$ cat src/rtl/clk_div_monitor.sv
`default_nettype none
// ============================================================================
//  Module      : clk_div_monitor
//  Description : Fast-domain monitor for a divided processor clock.
//                div_clk is brought into the clk domain through a two-flop
//                synchronizer and a third history flop. This gives one-cycle
//                rise/fall strobes and lets the monitor measure every
//                half-period against HALF_PERIOD. A four-state FSM declares
//                lock after LOCK_COUNT consecutive good half-periods. If a
//                locked clock later drifts (early edge) or stalls (overdue
//                edge), the FSM drops lock and raises a sticky error.
//
//  Parameters  : HALF_PERIOD - expected half-period in clk cycles
//                              (1 .. 2^CNT_W-2)
//                LOCK_COUNT  - good half-periods needed to lock (>= 1)
//                CNT_W       - width of the run counter and half_cnt
//
//  Ports       : clk      in   fast clock, all flops on posedge
//                clr_n    in   synchronous active-low reset
//                div_clk  in   divided clock, sampled as asynchronous data
//                en       in   monitor enable, 0 forces IDLE
//                err_clr  in   one-cycle clear for the sticky err
//                rise     out  one-cycle strobe per synchronized rising edge
//                fall     out  one-cycle strobe per synchronized falling edge
//                phase    out  synchronized level of div_clk
//                locked   out  high while the FSM is in LOCKED
//                err      out  sticky flag: a locked clock lost lock
//                half_cnt out  length of the last completed half-period
//
//  Revision    : 1.0 - initial release
// ============================================================================
module clk_div_monitor #(
    parameter int HALF_PERIOD = 1,
    parameter int LOCK_COUNT  = 4,
    parameter int CNT_W       = 8
) (
    input  logic             clk,
    input  logic             clr_n,
    input  logic             div_clk,
    input  logic             en,
    input  logic             err_clr,
    output logic             rise,
    output logic             fall,
    output logic             phase,
    output logic             locked,
    output logic             err,
    output logic [CNT_W-1:0] half_cnt
);

    // good_cnt must hold every value from 0 up to LOCK_COUNT.
    localparam int c_good_w = (LOCK_COUNT < 1) ? 1 : $clog2(LOCK_COUNT + 1);

    localparam logic [CNT_W-1:0]    c_cnt_max = {CNT_W{1'b1}};
    localparam logic [CNT_W-1:0]    c_cnt_one = CNT_W'(1);
    localparam logic [CNT_W-1:0]    c_half    = CNT_W'(HALF_PERIOD);
    localparam logic [c_good_w-1:0] c_lock    = c_good_w'(LOCK_COUNT);

    typedef enum logic [1:0] {
        ST_IDLE   = 2'd0,
        ST_ARM    = 2'd1,
        ST_TRACK  = 2'd2,
        ST_LOCKED = 2'd3
    } state_t;

    // ------------------------------------------------------------------
    // Registered state
    // ------------------------------------------------------------------
    logic                r_s1_q;
    logic                r_s2_q;
    logic                r_s3_q;
    logic [CNT_W-1:0]    r_cnt_q;
    logic [c_good_w-1:0] r_good_q;
    logic [CNT_W-1:0]    r_half_q;
    logic                r_err_q;
    logic                r_locked_q;
    state_t              r_state_q;

    // ------------------------------------------------------------------
    // Next-state values and decoded events
    // ------------------------------------------------------------------
    logic                w_rise;
    logic                w_fall;
    logic                w_edge;
    logic                w_good;
    logic                w_early;
    logic                w_late;
    logic                w_err_set;
    logic [c_good_w-1:0] w_good_inc;
    logic [CNT_W-1:0]    w_cnt_d;
    logic [c_good_w-1:0] w_good_d;
    logic [CNT_W-1:0]    w_half_d;
    logic                w_err_d;
    logic                w_locked_d;
    state_t              w_state_d;

    always_comb begin
        // s2 is the first metastability-safe sample; s3 is its history.
        w_rise = r_s2_q & ~r_s3_q;
        w_fall = ~r_s2_q & r_s3_q;
        w_edge = w_rise | w_fall;

        // The counter holds the number of cycles since the last edge, so
        // on an edge cycle it equals the length of the half-period that
        // just ended.
        w_good  = w_edge && (r_cnt_q == c_half);
        w_early = w_edge && (r_cnt_q < c_half);
        // With no edge and a full half-period already counted, the edge
        // is overdue. The clock has stalled or slowed down.
        w_late  = !w_edge && (r_cnt_q >= c_half);

        // Saturate so that a stuck div_clk never wraps around into a
        // value that looks like a legal half-period.
        if (w_edge) begin
            w_cnt_d = c_cnt_one;
        end else if (r_cnt_q == c_cnt_max) begin
            w_cnt_d = r_cnt_q;
        end else begin
            w_cnt_d = r_cnt_q + 1'b1;
        end

        w_good_inc = r_good_q + 1'b1;

        w_state_d = r_state_q;
        w_good_d  = r_good_q;
        w_half_d  = r_half_q;
        w_err_set = 1'b0;

        if (!en) begin
            // err and half_cnt intentionally hold across a disable.
            w_state_d = ST_IDLE;
            w_good_d  = '0;
        end else begin
            case (r_state_q)
                ST_IDLE: begin
                    w_state_d = ST_ARM;
                end

                ST_ARM: begin
                    // The first edge closes a half-period of unknown
                    // start, so it only marks the start of measuring.
                    // This also absorbs the spurious rise after reset.
                    if (w_edge) begin
                        w_half_d  = r_cnt_q;
                        w_state_d = ST_TRACK;
                        w_good_d  = '0;
                    end
                end

                ST_TRACK: begin
                    if (w_edge) begin
                        w_half_d = r_cnt_q;
                        if (w_good) begin
                            if (w_good_inc == c_lock) begin
                                w_state_d = ST_LOCKED;
                            end
                            w_good_d = w_good_inc;
                        end else if (w_early) begin
                            w_good_d = '0;
                        end else begin
                            // An over-long edge is normally caught first
                            // as a late event. Treat it the same way.
                            w_good_d  = '0;
                            w_state_d = ST_ARM;
                        end
                    end else if (w_late) begin
                        w_good_d  = '0;
                        w_state_d = ST_ARM;
                    end
                end

                ST_LOCKED: begin
                    if (w_edge) begin
                        w_half_d = r_cnt_q;
                        if (!w_good) begin
                            w_good_d  = '0;
                            w_err_set = 1'b1;
                            w_state_d = w_early ? ST_TRACK : ST_ARM;
                        end
                    end else if (w_late) begin
                        w_good_d  = '0;
                        w_err_set = 1'b1;
                        w_state_d = ST_ARM;
                    end
                end

                default: begin
                    w_state_d = ST_IDLE;
                    w_good_d  = '0;
                end
            endcase
        end

        // A new loss of lock wins over a clear in the same cycle, so the
        // event cannot be lost.
        if (w_err_set) begin
            w_err_d = 1'b1;
        end else if (err_clr) begin
            w_err_d = 1'b0;
        end else begin
            w_err_d = r_err_q;
        end

        w_locked_d = (w_state_d == ST_LOCKED);
    end

    // ------------------------------------------------------------------
    // Single sequential block: synchronizer, counters, FSM, outputs
    // ------------------------------------------------------------------
    always_ff @(posedge clk) begin
        if (!clr_n) begin
            r_s1_q     <= 1'b0;
            r_s2_q     <= 1'b0;
            r_s3_q     <= 1'b0;
            r_cnt_q    <= '0;
            r_good_q   <= '0;
            r_half_q   <= '0;
            r_err_q    <= 1'b0;
            r_locked_q <= 1'b0;
            r_state_q  <= ST_IDLE;
        end else begin
            // The synchronizer runs freely so that phase and the strobes
            // stay valid while the monitor is disabled.
            r_s1_q     <= div_clk;
            r_s2_q     <= r_s1_q;
            r_s3_q     <= r_s2_q;
            r_cnt_q    <= w_cnt_d;
            r_good_q   <= w_good_d;
            r_half_q   <= w_half_d;
            r_err_q    <= w_err_d;
            r_locked_q <= w_locked_d;
            r_state_q  <= w_state_d;
        end
    end

    assign rise     = w_rise;
    assign fall     = w_fall;
    assign phase    = r_s2_q;
    assign locked   = r_locked_q;
    assign err      = r_err_q;
    assign half_cnt = r_half_q;

endmodule
`default_nettype wire
$ cat config.mk
export PLATFORM = sky130hd
export DESIGN_NAME = clk_div_monitor
export DESIGN_NICKNAME = d
export VERILOG_FILES = /design/src/rtl/clk_div_monitor.sv
export SDC_FILE = /design/constraint.sdc
export NUM_CORES = 1
export LEC_CHECK = 0
export ABC_CLOCK_PERIOD_IN_PS = 1600
export CAP_MARGIN = 0
export CELL_PAD_IN_SITES_DETAIL_PLACEMENT = 0
export CELL_PAD_IN_SITES_GLOBAL_PLACEMENT = 1
export CORE_MARGIN = 3
export CORE_UTILIZATION = 39
export CTS_BUF_LIST = sky130_fd_sc_hd__clkbuf_8
export DETAILED_ROUTE_END_ITERATION = 6
export MAX_ROUTING_LAYER = met4
export PLACE_DENSITY_LB_ADDON = 0.1
export SLEW_MARGIN = 20
export SYNTH_ARGS = -nofsm -noshare
export SYNTH_HDL_FRONTEND = slang
export SYNTH_SLANG_ARGS = --single-unit
$ cat constraint.sdc
create_clock -name clk -period 1.6 [get_ports clk]
set_input_delay 0.32 -clock clk [delete_from_list [all_inputs] [get_ports clk]]
set_output_delay 0.32 -clock clk [all_outputs]
set_load 0.02 [all_outputs]
==> flow_metrics.tcl, run 1 <==
set metrics [dict create \
    status "finished, final reports clean" \
    synth-adder-area-share_pct 11.2 \
    hold_violations 0 \
    synthMuxAreaShare_pct 5.97 \
    slew_viol_final 0 \
    design.core.area_mm2 0.00318 \
    critPathMaxStageDelay_ns 0.36 \
    synth_compound_area_share_pct 13.3 \
    place_inst 225 \
    port_buffers 17 \
    crit_path_max_fanout 4 \
    max_freq_ghz 0.633 \
    path_class "reg -> reg" \
    root_buffer "clkbuf_8" \
    p_seq_share_pct 47.1 \
    ir_drop_v 0.000571 \
    netlist_area_mm2 0.00134 \
    grt_max_degree 16 \
    clock_power_share_pct 38.8 \
    crit_buf_inv 1 \
    fillCellCount 290 \
    cts.clk_slew.worst_paths_ns 0.09 \
    seqCellArea_um2 528 \
    htree_num_levels 1 \
    hpwl_um 2270 \
    place.gp.congestion 0.804 \
    layout.cells.non_filler 232 \
    ant_nets 0 \
    seq_area_frac_synth_pct 38.8 \
    worstPathCellList "inv_2, ha_4, and2b_1, a21o_1, a221oi_2, o22ai_1" \
    finalCritPeriodShare_pct 98.7 \
    synth_xor_area_share_pct 1.96 \
    worstSetupEndpointType "register" \
    grt_overflow 0 \
    syn_area_per_cell_um2 9.31 \
    tightestPinTransition_ns 0.340 \
    synth-simple-area-share_pct 23.5 \
    grt_pass1_vias 1197 \
    crit_cells 6 \
    min-delay-path-class "reg -> reg" \
    die_area_mm2 0.00418 \
    r2r.worst_path.cells 6 \
    sw_frac_of_total_pct 22.7 \
    cts_buffers 3 \
    synth_warnings 0 \
    die_y_um 64.6 \
    clock_sinks 26 \
    fp.dieW_um 64.6 \
    remaining_drc_errors 0 \
    syn_nets 161 \
    num_rows 20 \
    cp.required_ns 1.76 \
    drt_iter0_drc 51 \
    antennaDiodeCount 0 \
    synthDistinctLibCells 43 \
    setup_violations 0 \
    vias 1171 \
    clk_latency_ns 0.27 \
    grt_pass1_wl_um 5280 \
    synthFlopType "dfxtp_1" \
    synth_edf_count 0 \
    synth_top_family_by_area "simple AND/OR/NAND/NOR gates" \
    path_delay_family "compound AO/OA/AOI/OAI gates" \
    slew-limit-headroom_pct 77.3 \
    clockBufferDepth 2 \
    comb_power_share_pct 14.1 \
    area_growth_pct 42.7 \
    ys_seq_elements 26 \
    final_util_pct 60.2 \
    nNetsFinal 206 \
    startpoint_type "register" \
    multi_input_area_um2 828 \
    min_period_ns 1.58 \
    grt_antenna_before_repair 0 \
    avgRoutedWirePerCell_um 12.9 \
    hold_path_depth 1 \
    synthCells 144 \
    drt_first_pass_iters 4 \
    cp.arrival_ns 1.74 \
    synthArstFlopShare_pct 0 \
    via_per_inst 5.05 \
    intPower_mw 1.09 \
    drv_cap 0 \
    crit_slowest_cell "dfxtp_4" \
    io_pins 18 \
    wl_um 3000 \
    cts_tree "yes" \
    track_usage_pct 16.0 \
    power_density_mw_per_mm2 738 \
    start_util_pct 42.2 \
    p_sw_mw 0.321 \
    fin_total_pwr_mw 1.41 \
    drive_gt1_share_pct 28.2 \
    rsz0062_at_grt "true" \
    fin_skew_ns 0.00485 \
    p_leak_nw 0.780 \
]
per-stage QoR:
step	area, um^2	setup TNS [ns]	worst slack, ns	hold slack (ns)
after floorplan	1370	-0.160	-0.0438	0.411
after global placement	1750	-0.0260	-0.0155	0.415
after detailed placement	1750	-0.367	-0.0606	0.419
after CTS	1900	-0.00685	-0.00685	0.442
after global routing	1910	-0.567	-0.0853	0.454
final	1910	0	0.0214	0.439
repair_timing:
| item | 4_1_cts | 5_1_grt |
|---|---|---|
| setup buffers | 3 | 0 |
| endpoints found under the hold margin | 0 | 0 |
| hold buffers | 0 | 0 |
| pin swaps | 6 | 2 |
| endpoints found under the setup margin | 8 | 17 |
| gates resized for setup | 18 | 5 |
worst register-to-register path, cell delays in order, from the launching register on:
cell      delay, ns
dfxtp_4        0.36
inv_2          0.04
ha_4           0.27
and2b_1        0.20
a21o_1         0.17
a221oi_2       0.31
o22ai_1        0.12
synth_stat cells (all sizes together), types with 3 or more instances:
master | count | share of area (%)
ha | 12 | 11
nor2 | 11 | 3.1
mux2i | 8 | 6.0
nand3 | 6 | 2.2
buf | 3 | 1.6
dfxtp | 26 | 39
nand2 | 6 | 1.7
nor3 | 5 | 3.1
a31oi | 3 | 1.4
and3 | 3 | 1.5
inv | 11 | 3.1
o21ai | 4 | 1.5
a21oi | 4 | 1.5
nor2b | 10 | 4.7
and2 | 3 | 1.4
nand4 | 3 | 1.4
power by group through the flow:
stage	logic, mW	clock network (mW)	registers, mW
final	0.199	0.548	0.665
after global routing	0.220	0.583	0.667
after detailed placement	0.182	0	0.679
after CTS	0.196	0.560	0.665
after floorplan	0.105	0	0.685
after global placement	0.181	0	0.678
layout by cell type, fill, tap and decap left out, types with 3 or more instances in the layout:
cell | netlist | layout
buf_4 | 0 | 26
dfxtp_1 | 26 | 22
clkdlybuf4s50_1 | 0 | 13
nor2_1 | 11 | 11
nor2b_1 | 10 | 10
inv_1 | 11 | 8
mux2i_1 | 8 | 8
nand3_1 | 6 | 6
ha_1 | 12 | 6
nand2_1 | 6 | 5
a21oi_1 | 4 | 4
and2_1 | 3 | 3
nand4_1 | 3 | 3
o21ai_0 | 3 | 3
a31oi_1 | 3 | 3
nor3_1 | 3 | 3
ha_2 | 0 | 3
ha_4 | 0 | 3
clkbuf_8 | 0 | 3
dfxtp_2 | 0 | 3
cell type report:
class / count / share of cell area, %
repair buffers: 45 / 20.3
clock buffers: 3 / 2.16
inverters: 11 / 2.29
well taps: 44 / 2.88
multi-input cells: 102 / 43.3
clock inverters: 1 / 1.57
flip-flops and latches: 26 / 27.6
routing by layer:
metal  GRT usage [%]  up-vias  share of wire [%]  wire [um]
met4            2.37        0               0.67         20
met5               -        -                  0          0
li1                -      601                  -          -
met1            18.8      551                 45       1350
met3            3.64        4                2.5         74
met2            28.5       15                 52       1550
logic make-up after synthesis:
group / after synthesis
flops: 26
fa+ha+maj: 12
mux: 8
compound gates: 25
buf+inv: 16
simple gates: 54
xor+xnor: 3
worst paths after layout:
path / slack [ns] / endpoint / start
hold / removal: 0.44 / phase / r_s1_q
hold reg to reg: 0.44 / phase / r_s1_q
setup / recovery: 0.02 / r_good_q[1] / phase
setup reg to reg: 0.02 / r_good_q[1] / phase
registers in the layout, indices dropped and copies added (netlist names):
signal     flops
locked         1
r_s3_q         1
r_cnt_q        8
r_s1_q         1
r_good_q       3
phase          1
err            1
half_cnt       8
r_state_q      2
No activity file was read; power rests on OpenSTA's default activity.
==> run 2, diff against run 1 <==
--- a/config.mk
+++ b/config.mk
@@ -5,12 +5,12 @@
 export SDC_FILE = /design/constraint.sdc
 export NUM_CORES = 1
 export LEC_CHECK = 0
-export ABC_CLOCK_PERIOD_IN_PS = 1600
+export ABC_CLOCK_PERIOD_IN_PS = 2000
 export CAP_MARGIN = 0
 export CELL_PAD_IN_SITES_DETAIL_PLACEMENT = 0
 export CELL_PAD_IN_SITES_GLOBAL_PLACEMENT = 1
 export CORE_MARGIN = 3
-export CORE_UTILIZATION = 39
+export CORE_UTILIZATION = 46
 export CTS_BUF_LIST = sky130_fd_sc_hd__clkbuf_8
 export DETAILED_ROUTE_END_ITERATION = 6
 export MAX_ROUTING_LAYER = met4
==> constraint.sdc (replaced) <==
create_clock -name clk -period 2 [get_ports clk]
set_input_delay 0.4 -clock clk [delete_from_list [all_inputs] [get_ports clk]]
set_output_delay 0.4 -clock clk [all_outputs]
set_load 0.02 [all_outputs]
==> run 2 against run 1 <==
  * Sequential power down 19%
  * First-iteration DRC count decreased by 16%
  * Routed wire length decreased by 7.7%
  * Worst setup slack improved by 0.14 ns
  * Clock skew shrank 0.0020 ns
  * Die area decreased by 14%
  * Clock power fell by 22%
  * Register-to-register slack improved by 0.14 ns
  * Final cell count fell by 15%
  * Critical path type unchanged
  * Highest routed layer unchanged
==> flow_metrics.tcl, run 2 (synthesis gave the netlist of run 1 again) <==
set metrics [dict create \
    status "finished, final reports clean" \
    final_cell_mix "dfxtp_1, clkdlybuf4s50_1, ha_1" \
    min_period_ns 1.84 \
    multi_input_area_um2 752 \
    die_area_mm2 0.00360 \
    placed_cell_area_mm2 0.00157 \
    ir_drop_v 0.000543 \
    final_util_pct 63.0 \
    cp.arrival_ns 2.01 \
    wl_um 2770 \
    startpoint_type "register" \
    tightestPinTransition_ns 0.329 \
    grt_pass1_vias 1130 \
    avgRoutedWirePerCell_um 14.0 \
    final_common_cell "dfxtp_1" \
    dr_wl_met2_um 1380 \
    start_util_pct 51.3 \
    wl_met3_um 98 \
    clock_sinks 26 \
    htree_num_levels 1 \
    port_buffers 17 \
    ant_nets 0 \
    slew_viol_final 0 \
    fin_total_pwr_mw 1.09 \
    root_buffer "clkbuf_8" \
    vias 1093 \
    antennaDiodeCount 0 \
    io_pins 18 \
    area_growth_pct 22.8 \
    cts.clk_slew.worst_paths_ns 0.09 \
    crit_buf_inv 1 \
    tns_ns 0 \
    fp.dieW_um 60 \
    whs_ns 0.443 \
    worstSetupEndpointType "register" \
    drt_iter0_drc 43 \
    grt_max_degree 16 \
    cts_buffers 3 \
    path_class "reg -> reg" \
    drt_first_pass_iters 4 \
    clk_latency_ns 0.26 \
    remaining_drc_errors 0 \
    critPathMaxStageDelay_ns 0.42 \
    cp.required_ns 2.18 \
    grt_antenna_before_repair 0 \
    min-delay-path-class "reg -> reg" \
    design.core.area_mm2 0.00261 \
    drv_cap 0 \
    pre_cts_slack_ns 0.191 \
    grt_pass1_wl_um 4600 \
    hpwl_um 2070 \
    via_per_inst 5.55 \
    place.gp.congestion 0.930 \
    grt_overflow 0 \
    track_usage_pct 17.3 \
    worstPathCellList "inv_1, ha_1, nand2_1, a2111oi_1, a21o_1, a221oi_2, o32ai_1" \
    num_rows 18 \
    clockBufferDepth 2 \
    cts_tree "yes" \
    wl_met1_um 1230 \
    fin_area_mm2 0.00165 \
    seqCellArea_um2 522 \
    nNetsFinal 185 \
    hold_violations 0 \
    path_delay_family "compound AO/OA/AOI/OAI gates" \
    layout.cells.non_filler 197 \
    fillCellCount 225 \
    finalCritPeriodShare_pct 91.9 \
    max_freq_ghz 0.544 \
    drive_gt1_share_pct 10.2 \
    fin_skew_ns 0.00282 \
    slew-limit-headroom_pct 78.0 \
    place_inst 193 \
    crit_path_max_fanout 5 \
    crit_slowest_cell "dfxtp_1" \
    cts_hold_buf 0 \
    p_leak_nw 0.635 \
    setup_violations 0 \
    power_density_mw_per_mm2 660 \
    top_layer "met4" \
    worst_slack_ns 0.163 \
    die_y_um 60 \
]
[run 2: area by class of cell]
cell class                 instances  share of cell area, %
multi-input combinational        102                   45.7
sequential                        26                   31.7
timing repair buffer              24                   13.5
clock buffer                       3                   2.51
inverter                          11                   2.51
tap                               30                   2.28
clock inverter                     1                   1.82
[run 2: final timing paths]
| kind | from | endpoint | slack (ns) | cells after the start |
|---|---|---|---|---|
| min reg2reg | r_s1_q | phase | 0.44 | 1 |
| max | r_state_q[1] | r_good_q[2] | 0.16 | 7 |
| max reg2reg | r_state_q[1] | r_good_q[2] | 0.16 | 7 |
| min | r_s1_q | phase | 0.44 | 1 |
[run 2: timing repair]
item | CTS | global route
setup buffers | 0 | 0
setup endpoints to repair | 0 | 1
resized for setup | 0 | 2
endpoints found under the hold margin | 0 | 0
[run 2: routing by layer]
layer | track usage (%) | vias up
li1 | - | 552
met1 | 18.9 | 512
met2 | 30.6 | 23
met3 | 2.59 | 6
met4 | 8.23 | 0
met5 | - | -
[run 2: power breakdown]
part           switching, mW  total [mW]  internal, mW
combinational         0.0662       0.124        0.0582
sequential           0.00997       0.537         0.527
clock                  0.157       0.425         0.267
